`config.mk`:
```
export PLATFORM = sky130hd
export DESIGN_NAME = two_digit_display
export DESIGN_NICKNAME = d
export VERILOG_FILES = /design/src/rtl/two_digit_display_pkg.sv /design/src/rtl/two_digit_display_bcd_to_seg7.sv /design/src/rtl/two_digit_display.sv
export SDC_FILE = /design/constraint.sdc
export NUM_CORES = 1
export LEC_CHECK = 0
export CAP_MARGIN = 20
export CORE_ASPECT_RATIO = 0.7
export CORE_MARGIN = 5
export CORE_UTILIZATION = 40
export DETAILED_ROUTE_END_ITERATION = 8
export PLACE_DENSITY = 0.59
export SETUP_SLACK_MARGIN = 0.15
export SYNTH_ARGS = -nofsm -noshare
export SYNTH_HDL_FRONTEND = slang
export SYNTH_SLANG_ARGS = --single-unit
```
`constraint.sdc`:
```
create_clock -name two_digit_display_clk -period 2.8 [get_ports two_digit_display_clk]
set_clock_uncertainty 0.1 [all_clocks]
set_input_delay 0.56 -clock two_digit_display_clk [delete_from_list [all_inputs] [get_ports two_digit_display_clk]]
set_output_delay 0.56 -clock two_digit_display_clk [all_outputs]
set_load 0.02 [all_outputs]
```
`src/rtl/two_digit_display_pkg.sv`:
```
// Shared types and constants for the two-digit
// multiplexed seven-segment display stage.
package two_digit_display_pkg;

  typedef enum logic [1:0] {
    BLANK_0 = 2'd0,
    SHOW_0  = 2'd1,
    BLANK_1 = 2'd2,
    SHOW_1  = 2'd3
  } state_t;

  localparam logic [6:0] SEG_BLANK = 7'b1111111;
  localparam logic [6:0] SEG_DASH  = 7'b0111111;
  localparam logic [3:0] AN_OFF    = 4'b1111;
  localparam logic [3:0] AN_ONES   = 4'b1110;
  localparam logic [3:0] AN_TENS   = 4'b1101;

endpackage

```
`src/rtl/two_digit_display_bcd_to_seg7.sv`:
```
// Combinational BCD to active-low {g..a} decoder;
// codes 10-15 render as a dash.
module bcd_to_seg7
  import two_digit_display_pkg::*;
(
  input  logic [3:0] code,
  output logic [6:0] seg
);

  always_comb begin
    seg = SEG_DASH;
    case (code)
      4'd0:    seg = 7'b1000000;
      4'd1:    seg = 7'b1111001;
      4'd2:    seg = 7'b0100100;
      4'd3:    seg = 7'b0110000;
      4'd4:    seg = 7'b0011001;
      4'd5:    seg = 7'b0010010;
      4'd6:    seg = 7'b0000010;
      4'd7:    seg = 7'b1111000;
      4'd8:    seg = 7'b0000000;
      4'd9:    seg = 7'b0010000;
      default: seg = SEG_DASH;
    endcase
  end

endmodule

```
`src/rtl/two_digit_display.sv`:
```
// Time-multiplexes two BCD digits onto a 4-anode
// common-anode display with blanking between digits.
module two_digit_display
  import two_digit_display_pkg::*;
#(
  parameter int REFRESH_DIV        = 100000,
  parameter int BLANK_CYCLES       = 16,
  parameter int LEADING_ZERO_BLANK = 1
) (
  input  logic       two_digit_display_clk,
  input  logic       two_digit_display_rst,
  input  logic [3:0] two_digit_display_first_num,
  input  logic [3:0] two_digit_display_second_num,
  output logic [3:0] two_digit_display_an,
  output logic [6:0] two_digit_display_seg,
  output logic       two_digit_display_dp
);

  localparam int MAXC =
    (REFRESH_DIV > BLANK_CYCLES) ? REFRESH_DIV : BLANK_CYCLES;
  localparam int CW = $clog2(MAXC);
  localparam logic [CW-1:0] BLANK_LD = CW'(BLANK_CYCLES - 1);
  localparam logic [CW-1:0] SHOW_LD  = CW'(REFRESH_DIV - 1);

  state_t        state;
  state_t        state_n;
  logic [CW-1:0] cnt;
  logic [3:0]    digit_q;
  logic [3:0]    dec_in;
  logic [6:0]    dec_seg;
  logic [3:0]    an_q;
  logic [6:0]    seg_q;
  logic          adv;
  logic          to_show;
  logic          lz_off;

  assign adv     = (cnt == '0);
  assign to_show = adv &&
                   (state == BLANK_0 || state == BLANK_1);

  // Digit is captured only on entry to a SHOW state.
  assign dec_in = !to_show ? digit_q :
                  (state == BLANK_0) ?
                  two_digit_display_first_num :
                  two_digit_display_second_num;

  assign lz_off = (LEADING_ZERO_BLANK != 0) &&
                  (state == BLANK_1) &&
                  (two_digit_display_second_num == 4'd0);

  always_comb begin
    state_n = state;
    case (state)
      BLANK_0: state_n = SHOW_0;
      SHOW_0:  state_n = BLANK_1;
      BLANK_1: state_n = SHOW_1;
      SHOW_1:  state_n = BLANK_0;
      default: state_n = BLANK_0;
    endcase
  end

  bcd_to_seg7 u_dec (
    .code (dec_in),
    .seg  (dec_seg)
  );

  always_ff @(posedge two_digit_display_clk or
              negedge two_digit_display_rst) begin
    if (!two_digit_display_rst) begin
      state   <= BLANK_0;
      cnt     <= BLANK_LD;
      digit_q <= 4'd0;
      an_q    <= AN_OFF;
      seg_q   <= SEG_BLANK;
    end else if (adv) begin
      state <= state_n;
      if (to_show) begin
        cnt     <= SHOW_LD;
        digit_q <= dec_in;
        if (lz_off) begin
          an_q  <= AN_OFF;
          seg_q <= SEG_BLANK;
        end else begin
          an_q  <= (state == BLANK_0) ? AN_ONES : AN_TENS;
          seg_q <= dec_seg;
        end
      end else begin
        cnt   <= BLANK_LD;
        an_q  <= AN_OFF;
        seg_q <= SEG_BLANK;
      end
    end else begin
      cnt <= cnt - 1'b1;
    end
  end

  assign two_digit_display_an  = an_q;
  assign two_digit_display_seg = seg_q;
  assign two_digit_display_dp  = 1'b1;

endmodule

```
==> reports/results.tsv <==
stage	metric	value	unit
status	status	completed	
floorplanning	start_util	40.9	%
synth	seq_area_frac_synth	46.4	%
place	dpl.cell_count	262	
clock_tree	htreeDepth	2	
sta	finalSetupViolCount	0	
detailed_routing	first_pass_iters	4	
clock_tree	cts_hold_buffers	0	
power_and_ir_drop	ir_worst_vdd	253	uV
synth	synth_edf_count	0	
synth	ys_types	43	
clock_tree	worstSkewPairLatency	0.28	ns
grt	first_global_vias	1546	
setup_path	crit_required	2.92	ns
grt	grt_first_pass_wirelength	7250	um
finish	syn_to_final_growth	38.9	%
clock_tree	numCtsBuffers	5	
detailed_routing	wl_per_cell	15.4	um
place	place.port_buffers	18	
sta	slew_violations	0	
setup_path	worstSetupPathType	reg2reg	
grt	grt_overflow	0	
synth	ys_warn_count	0	
worst_hold_path	hold_path.class	reg2reg	
detailed_routing	via_per_inst	5.33	
sta	max_freq	0.373	GHz
sta	rsz0062_at_grt	true	
detailed_routing	drc	0	
detailed_routing	final_antenna_net_count	0	
finish	nets	248	
grt	grtUsageTotal	16.2	%
grt	antenna_found_initial	0	
floorplanning	rows	20	
floorplanning	fp.dieH	65.5	um
power_and_ir_drop	pwr-share-comb	9.2	%
detailed_routing	wl	4410	um
clock_tree	cts.path.max_buffers	2	
grt	grt_max_degree	33	
power_and_ir_drop	p_switching	0.228	mW
detailed_routing	drt-initial-drc-count	82	
synth	synth_area_leader_cell	dfrtp_1	
setup_path	r2r-start	cnt[6]$_DFF_PN0_	
power_and_ir_drop	power.internal	0.786	mW
sta	relSlewSlack	44.1	%
finish	layout.cells.non_filler	286	
setup_path	endpoint_kind	flip-flop	
clock_tree	clkTransAtPathRegs	0.07	ns
sta	hold_viol	0	
synth	synth-seq-cells	32	
power_and_ir_drop	seqPwrFrac	47.7	%
detailed_routing	vias	1524	
synth	synthTopCellsByArea	dfrtp_1 27%, dfstp_2 19%, ha_1 5.7%	
floorplanning	die_x	89.3	um
place	hpwl	3040	um
clock_tree	clkSinkCount	32	
power_and_ir_drop	netSwitchingFraction	22.5	%
finish	drive_above_1_share	32.5	%
floorplanning	dieArea	5850	um2
sta	min_period	2.68	ns
synth	synthFlopType	dfrtp_1	
finish	diodes	0	
synth	synth_top_area_share	27.0	%
sta	min_period_over_period	95.9	%
power_and_ir_drop	power.share.clock	43.1	%
power_and_ir_drop	p_per_area	415	nW/um2
floorplanning	core	4300	um2
worst_hold_path	worstHoldStart	cnt[0]$_DFF_PN1_	
sta	tightest_slew	0.829	ns
clock_tree	cts_tree	yes	
clock_tree	root_buffer	clkbuf_8	
synth	synth_cells	182	
job	drv_cap	0	
synth	avgSynthCellArea	9.67	um2
setup_path	path_max_fanout	3	
setup_path	worstPathArrival	2.80	ns
synth	syn_area	1760	um2
setup_path	cp-startpoint	cnt[6]$_DFF_PN0_	
setup_path	cp-start-kind	flip-flop	
floorplanning	ios	22	
power_and_ir_drop	total_power	1.01	mW
synth	asyncSetResetFlopFracSynth	100	%
place	gp_congestion	0.915	
power_and_ir_drop	p_leak	0.996	nW
==> cells in the final DEF, fill, tap and decap left out, types with 4 or more instances in the layout <==
cell type	n
buf_4	26
nor2_1	24
clkbuf_8	5
a21oi_1	12
o21ai_0	7
dfstp_2	13
dfrtp_1	19
nor3_1	5
nand2_1	17
inv_1	6
xnor2_1	9
clkdlybuf4s50_1	18
nor4_1	4
ha_1	6
==> timing repair <==
action,4_1_cts,5_1_grt
setup endpoints to repair,5,7
endpoints found under the hold margin,0,0
pin swaps,10,7
buffers inserted,8,8
resized for setup,7,19
==> state kept, by name, indices dropped and copies added, names as in the netlist <==
register and count:
cnt 17, digit_q 4, two_digit_display_seg 7, state 2
two_digit_display_an 2
==> power by group through the flow <==
stage | Sequential, mW | Combinational (mW) | Clock [mW]
after CTS | 0.483 | 0.0862 | 0.446
after floorplan | 0.503 | 0.0257 | 0
after global placement | 0.491 | 0.0801 | 0
after detailed placement | 0.491 | 0.0817 | 0
final | 0.484 | 0.0931 | 0.437
after global routing | 0.485 | 0.101 | 0.471
==> per-layer routing <==
layer	routed length (um)	up-vias	global-route usage (%)
met5	0	-	0
met4	62	0	4.83
met3	238	6	4.64
met2	2020	33	25.2
met1	2090	750	21.9
li1	-	735	-
==> critical path: stages (launching register included) <==
cell	delay, ns
dfrtp_1	0.39
or4_4	0.55
or4_4	0.48
nor2_4	0.15
a32oi_2	0.14
nand3_4	0.16
ha_4	0.14
or3b_4	0.37
a21oi_2	0.14
==> logic make-up after synthesis <==
kind of cell | after synthesis | share of synthesized area [%]
buffers and inverters | 15 | 3.91
flip-flops | 32 | 46.4
other | 1 | 0.213
AND/OR/NAND/NOR | 73 | 21.6
multiplexers | 3 | 1.85
XOR/XNOR | 11 | 5.48
adder cells (fa/ha/maj) | 8 | 5.69
AO/OA/AOI/OAI | 39 | 14.9
==> per-stage QoR <==
stage | worst slack, ns | hold slack, ns | TNS (ns) | instance area, um2 | utilization (%)
2_1_floorplan | 0.100 | 0.164 | 0 | 1790 | -
3_3_place_gp | 0.115 | 0.339 | 0 | 2080 | 48.4
3_5_place_dp | 0.0537 | 0.338 | 0 | 2080 | 48.4
4_1_cts | 0.0837 | 0.355 | 0 | 2280 | 53.1
5_1_grt | -0.0296 | 0.378 | -0.0436 | 2440 | 56.8
6_report | 0.116 | 0.353 | 0 | 2440 | 56.8
==> final timing paths <==
kind | slack (ns) | cells after the start | to
min in group asynchronous | 0.58 | 2 | digit_q[2]$_DFFE_PN0P_
hold / removal | 0.35 | 1 | cnt[0]$_DFF_PN1_
max in group asynchronous | 1.69 | 2 | cnt[2]$_DFF_PN1_
setup / recovery | 0.12 | 8 | two_digit_display_seg[2]$_DFFE_PN1P_
setup reg to reg | 0.12 | 8 | two_digit_display_seg[2]$_DFFE_PN1P_
hold reg to reg | 0.35 | 1 | cnt[0]$_DFF_PN1_
==> layout make-up <==
type	count	area (um2)
fill	375	1860
multi-input combinational	137	1020
sequential	32	817
timing repair buffer	46	398
clock buffer	6	72.6
tap	55	68.8
clock inverter	2	35.0
inverter	8	30.0
==> Yosys cell counts, types with 3 or more instances <==
library cell,n
ha_1,8
nor3_1,5
nand3_1,4
dfstp_2,13
nor4_1,5
nor2_1,24
a21oi_1,15
dfrtp_1,19
nand2_1,19
o21ai_0,9
buf_4,3
clkbuf_1,3
inv_1,7
o31ai_1,3
and3_1,3
xnor2_1,9
Note: power is estimated with default switching activity, not from simulation.
